===== src/rtl/pipe_pkg.sv =====
`default_nettype none
// ============================================================================
//  Module      : pipe_pkg
//  Description : Shared definitions for the IF/ID, ID/EXE, EXE/MEM and MEM/WB
//                two-entry skid boundary registers: default payload width and
//                the occupancy-coded state encoding.
//  Revision    : 1.0 - initial release
// ============================================================================
package pipe_pkg;

  // Default payload width carried across a pipeline boundary.
  localparam int DATA_W_DEF = 8;

  // Default width of the saturating flush-drop counter.
  localparam int CNT_W_DEF  = 8;

  // State encoding doubles as the occupancy count (number of held beats).
  typedef enum logic [1:0] {
    ST_EMPTY = 2'd0,
    ST_ONE   = 2'd1,
    ST_FULL  = 2'd2
  } pipe_state_e;

endpackage : pipe_pkg
`default_nettype wire


===== src/rtl/if_id_skid_reg.sv =====
`default_nettype none
// ============================================================================
//  Module      : if_id_skid_reg
//  Description : IF/ID boundary register. Two entries (main + skid) give full
//                throughput while in_ready comes straight from the state
//                flops. flush squashes held and incoming beats and a
//                saturating counter reports how many beats were discarded.
//  Revision    : 1.0 - initial release
// ============================================================================
module if_id_skid_reg
  import pipe_pkg::*;
#(
  parameter int DATA_W = DATA_W_DEF,
  parameter int CNT_W  = CNT_W_DEF
) (
  input  logic              sysclk,
  input  logic              rst_n,
  input  logic [DATA_W-1:0] in_data,
  input  logic              in_valid,
  output logic              in_ready,
  output logic [DATA_W-1:0] out_data,
  output logic              out_valid,
  input  logic              out_ready,
  input  logic              flush,
  output logic [1:0]        occupancy,
  output logic [CNT_W-1:0]  drop_cnt
);

  localparam int SUM_W = CNT_W + 2;

  pipe_state_e        state_q, state_d;
  logic [DATA_W-1:0]  main_q,  main_d;
  logic [DATA_W-1:0]  skid_q,  skid_d;
  logic [CNT_W-1:0]   drop_q,  drop_d;

  logic               accept;
  logic               deliver;
  logic [SUM_W-1:0]   drop_sum;

  // All handshake outputs are decoded from the state flops only, so there is
  // no combinational path from out_ready to in_ready.
  assign in_ready  = (state_q != ST_FULL);
  assign out_valid = (state_q != ST_EMPTY);
  assign out_data  = main_q;
  assign occupancy = state_q;
  assign drop_cnt  = drop_q;

  assign accept    = in_valid & in_ready;
  assign deliver   = out_valid & out_ready;

  // Next state and data movement; flush overrides everything and leaves the
  // data registers untouched since they are don't-care once invalid.
  always_comb begin
    state_d = state_q;
    main_d  = main_q;
    skid_d  = skid_q;
    case (state_q)
      ST_EMPTY: begin
        if (accept) begin
          main_d  = in_data;
          state_d = ST_ONE;
        end
      end
      ST_ONE: begin
        if (accept && deliver) begin
          main_d  = in_data;
        end else if (accept) begin
          skid_d  = in_data;
          state_d = ST_FULL;
        end else if (deliver) begin
          state_d = ST_EMPTY;
        end
      end
      ST_FULL: begin
        // in_ready is low here, so only a delivery can move the state.
        if (deliver) begin
          main_d  = skid_q;
          state_d = ST_ONE;
        end
      end
      default: begin
        state_d = ST_EMPTY;
      end
    endcase
    if (flush) begin
      state_d = ST_EMPTY;
      main_d  = main_q;
      skid_d  = skid_q;
    end
  end

  // Drop accounting: beats lost on a flush are those held minus the one
  // delivered plus the one accepted. Summed two bits wider, then clamped.
  always_comb begin
    drop_d   = drop_q;
    drop_sum = {2'b00, drop_q}
             + {{CNT_W{1'b0}}, occupancy}
             + {{(CNT_W+1){1'b0}}, accept}
             - {{(CNT_W+1){1'b0}}, deliver};
    if (flush) begin
      if (drop_sum > {2'b00, {CNT_W{1'b1}}}) begin
        drop_d = {CNT_W{1'b1}};
      end else begin
        drop_d = drop_sum[CNT_W-1:0];
      end
    end
  end

  // State, payload and counter registers with asynchronous active-low reset.
  always_ff @(posedge sysclk or negedge rst_n) begin
    if (!rst_n) begin
      state_q <= ST_EMPTY;
      main_q  <= '0;
      skid_q  <= '0;
      drop_q  <= '0;
    end else begin
      state_q <= state_d;
      main_q  <= main_d;
      skid_q  <= skid_d;
      drop_q  <= drop_d;
    end
  end

endmodule : if_id_skid_reg
`default_nettype wire


===== config.mk =====
export PLATFORM = sky130hd
export DESIGN_NAME = if_id_skid_reg
export DESIGN_NICKNAME = d
export VERILOG_FILES = /design/src/rtl/pipe_pkg.sv /design/src/rtl/if_id_skid_reg.sv
export SDC_FILE = /design/constraint.sdc
export NUM_CORES = 1
export LEC_CHECK = 0
export BUFFER_PORTS_ARGS = -buffer_cell sky130_fd_sc_hd__buf_2
export CAP_MARGIN = 30
export CORE_UTILIZATION = 53
export DETAILED_ROUTE_END_ITERATION = 10
export GPL_TIMING_DRIVEN = 0
export HOLD_SLACK_MARGIN = 0.1
export PLACE_DENSITY = 0.83
export SYNTH_ARGS = -nofsm -noshare
export SYNTH_HDL_FRONTEND = slang
export SYNTH_SLANG_ARGS = --single-unit
export TNS_END_PERCENT = 100

===== constraint.sdc =====
create_clock -name sysclk -period 4 [get_ports sysclk]
set_input_delay 0.6 -clock sysclk [delete_from_list [all_inputs] [get_ports sysclk]]
set_output_delay 0.6 -clock sysclk [all_outputs]
set_load 0.02 [all_outputs]

==> key figures <==
Floorplanning
  – Num ports: 33
  – Cell Rows: 19
  – Initial Util: 56.59%
  – DIE WIDTH: 56.50 um
  – Die Y: 56.50 um
  – Die area: 3192 um2
  – Core Box Area: 2781 um2

Synth
  – Async S/R FF share, synth: 100.0%
  – Seq/Total Area, Yosys: 41.34%
  – Unique masters post-synth: 35
  – Commonest cells post-synth: dfrtp_1, inv_1, nor2_1, a21oi_1, ha_1
  – Post-synthesis xor/xnor area fraction: 2.782%
  – Most frequent cell after synthesis: dfrtp_1
  – Syn_nets: 176
  – Post-synthesis compound-gate area fraction: 15.26%
  – Area leader, netlist: dfrtp_1
  – Mux contribution to synthesized area: 11.45%
  – Top post-synthesis cells by area: dfrtp_1, ha_1, mux2i_1
  – Largest family of logic cells by synthesized area: compound AO/OA/AOI/OAI gates
  – Gate Count Post-Synth: 151
  – Simple-gate portion of the synthesized area: 14.07%
  – Synth top area share: 41.34%
  – Synth Flop Type: dfrtp_1
  – Synth Warn #: 0
  – Number of synthesized flops with an enable pin: 0
  – Post-Syn Area: 1574 um2
  – Avg Cell Area, Syn: 10.42 um2
  – #FFs+latches synth: 26
  – Adder-Cell Fraction of Synth Area: 10.49%

Finish
  – Layout area overhead: 14.94%
  – Fill count: 224
  – Inserted Diodes: 0
  – # nets final: 213
  – Layout cell share with drive strength beyond 1: 24.60%
  – Core Util, Final: 65.05%

Global routing
  – Wire length of the first global-routing pass: 5299 um
  – Initial antenna violation count: 0
  – GRT overflow: 0
  – GR Util All Layers: 21.08%
  – Largest net degree at the start of global routing: 27
  – Vias in the first global route: 1225

Timing
  – Worst Setup Slack, final: 0.8350 ns
  – Worst Tran Pin Value: 0.6226 ns
  – Final hold violation count: 0
  – Crit path time final: 3.165 ns
  – TNS Setup: 0 ns
  – Final setup vio count: 0
  – Slew Limit Fails: 0
  – Final worst path period share: 79.12%
  – Clock skew: 0.008686 ns
  – Headroom to the max-slew limit: 58.45%
  – Maximum clock rate: 316.0 MHz
  – RSZ-0062 raised after global routing: false

Setup path
  – CP Depth: 13
  – Critical Path AT: 3.38 ns
  – Crit path kind: reg2reg
  – Max incr delay on CP: 0.50 ns
  – CP delay by family, top: simple AND/OR/NAND/NOR gates
  – CP max FO: 7
  – Worst setup path start: occupancy[0]
  – Critical Path RT: 4.22 ns
  – CP Cell Sequence: or2_1, and2_1, ha_1, inv_1, fa_1, inv_1, fa_1, nor2b_1, o2111ai_2, a21oi_2, or3_4, nand4_4, o22a_1
  – Slowest CP cell: dfrtp_1
  – Worst reg2reg path startpoint: occupancy[0]
  – Startpoint types: register
  – Reg2Reg Setup Slack: 0.84 ns
  – Crit path to: drop_cnt[4]
  – CP bufs+invs: 2
  – RR Endpoint: drop_cnt[4]
  – FF-to-FF path depth: 13
  – Crit. End Element: register

Clocking
  – Post-CTS Hold Fix Bufs: 0
  – Worst skew pair latency: 0.32 ns
  – Total CTS buffers: 3
  – Postcts setup bufs: 0
  – # clock sinks: 26
  – Max clock buf depth: 2
  – PostCTS Resize Cnt: 0
  – Clock root cell: clkbuf_4
  – Worst-path clk slew: 0.14 ns
  – CTS tree: yes
  – H-tree levels: 1

Power
  – PD cells: 700.5 nW/um2
  – Tot Pwr: 1267 uW
  – Peak supply drop: 0.4876 mV
  – Leakage: 0.0008699 uW

Place
  – GP Congestion: 0.8322
  – Post-DP HPWL: 2343 um
  – Port buffer count: 32
  – Place WS: 0.8433 ns

Routing
  – Routed wire length: 3001 um
  – DRC: 0
  – Post-DR wirelength/cell: 13.77 um
  – DR vias/cell: 5.459
  – Vias: 1190
  – Final antenna-violating net count: 0
  – DR iter-0 viols: 35
  – TritonRoute pass-1 iters: 4

Run status
  – Status: completed

Worst hold path
  – Hold Crit Class: in2async

Run
  – Maxcap violations: 0
==> worst min path at each step <==
| stage | from | end | slack [ns] | cells after the start |
|---|---|---|---|---|
| 3_5_place_dp | skid_q[0] | skid_q[0] | 0.48 | 1 |
| 3_3_place_gp | skid_q[7] | skid_q[7] | 0.47 | 1 |
| 6_report | rst_n | drop_cnt[3] | 0.26 | 1 |
| 2_1_floorplan | rst_n | drop_cnt[0] | 0.30 | 0 |
| 4_1_cts | rst_n | out_data[2] | 0.27 | 1 |
| 5_1_grt | rst_n | out_data[0] | 0.29 | 1 |
==> metrics by stage <==
| step | hold slack, ns | std cells | cell area, um2 |
|---|---|---|---|
| after detailed placement | 0.4758 | 214 | 1773 |
| after CTS | 0.2713 | 218 | 1809 |
| after global placement | 0.4661 | 214 | 1773 |
| after floorplan | 0.3044 | 151 | 1574 |
| after global routing | 0.2941 | 218 | 1809 |
| final | 0.2550 | 218 | 1809 |
==> layout make-up <==
cell class	instances	area [um2]	area share (%)
Tap cell	31	38.79	2.144
Buffer	2	8.758	0.4841
Inverter	17	63.81	3.527
Timing Repair Buffer	32	160.2	8.852
Sequential cell	26	650.6	35.96
Multi-Input combinational cell	106	850.8	47.03
Clock buffer	4	36.28	2.006
==> where the power goes <==
part | internal (uW) | switching, uW
Sequential | 339 | 56.6
Combinational | 338 | 400
Clock | 55.7 | 78.5
==> state kept, by name, indices dropped and copies added, names as in the netlist <==
signal     count
skid_q         8
occupancy      2
drop_cnt       8
out_data       8
==> routing by layer <==
metal	vias to the layer above	GRT usage [%]	routed length (um)
li1	591	-	-
met1	567	24.89	1327
met2	28	40.00	1546
met3	4	3.226	92
met4	0	4.181	34
met5	-	0	0
==> cell usage in the layout (no fill, tap or decap), drive strengths merged, types with 2 or more instances in the layout <==
cell type and instances:
o22a 7, mux2i 9, nor2 14, nor3 2
ha 10, o21ai 3, nand3b 3, fa 2
a21o 3, buf 33, o21a 2, clkbuf 5
mux2 8, dfrtp 26, nand2b 2, inv 17
xnor2 4, nor2b 3, nand2 7, a21oi 15
or2 2
==> cell families (layout without fill, tap and decap cells) <==
family,count (synthesis),count (layout)
compound gates,34,34
xor+xnor,5,5
fa+ha+maj,12,12
buf+inv,19,55
flops,26,26
mux,17,17
simple gates,38,38
No activity file was read; power rests on OpenSTA's default activity.
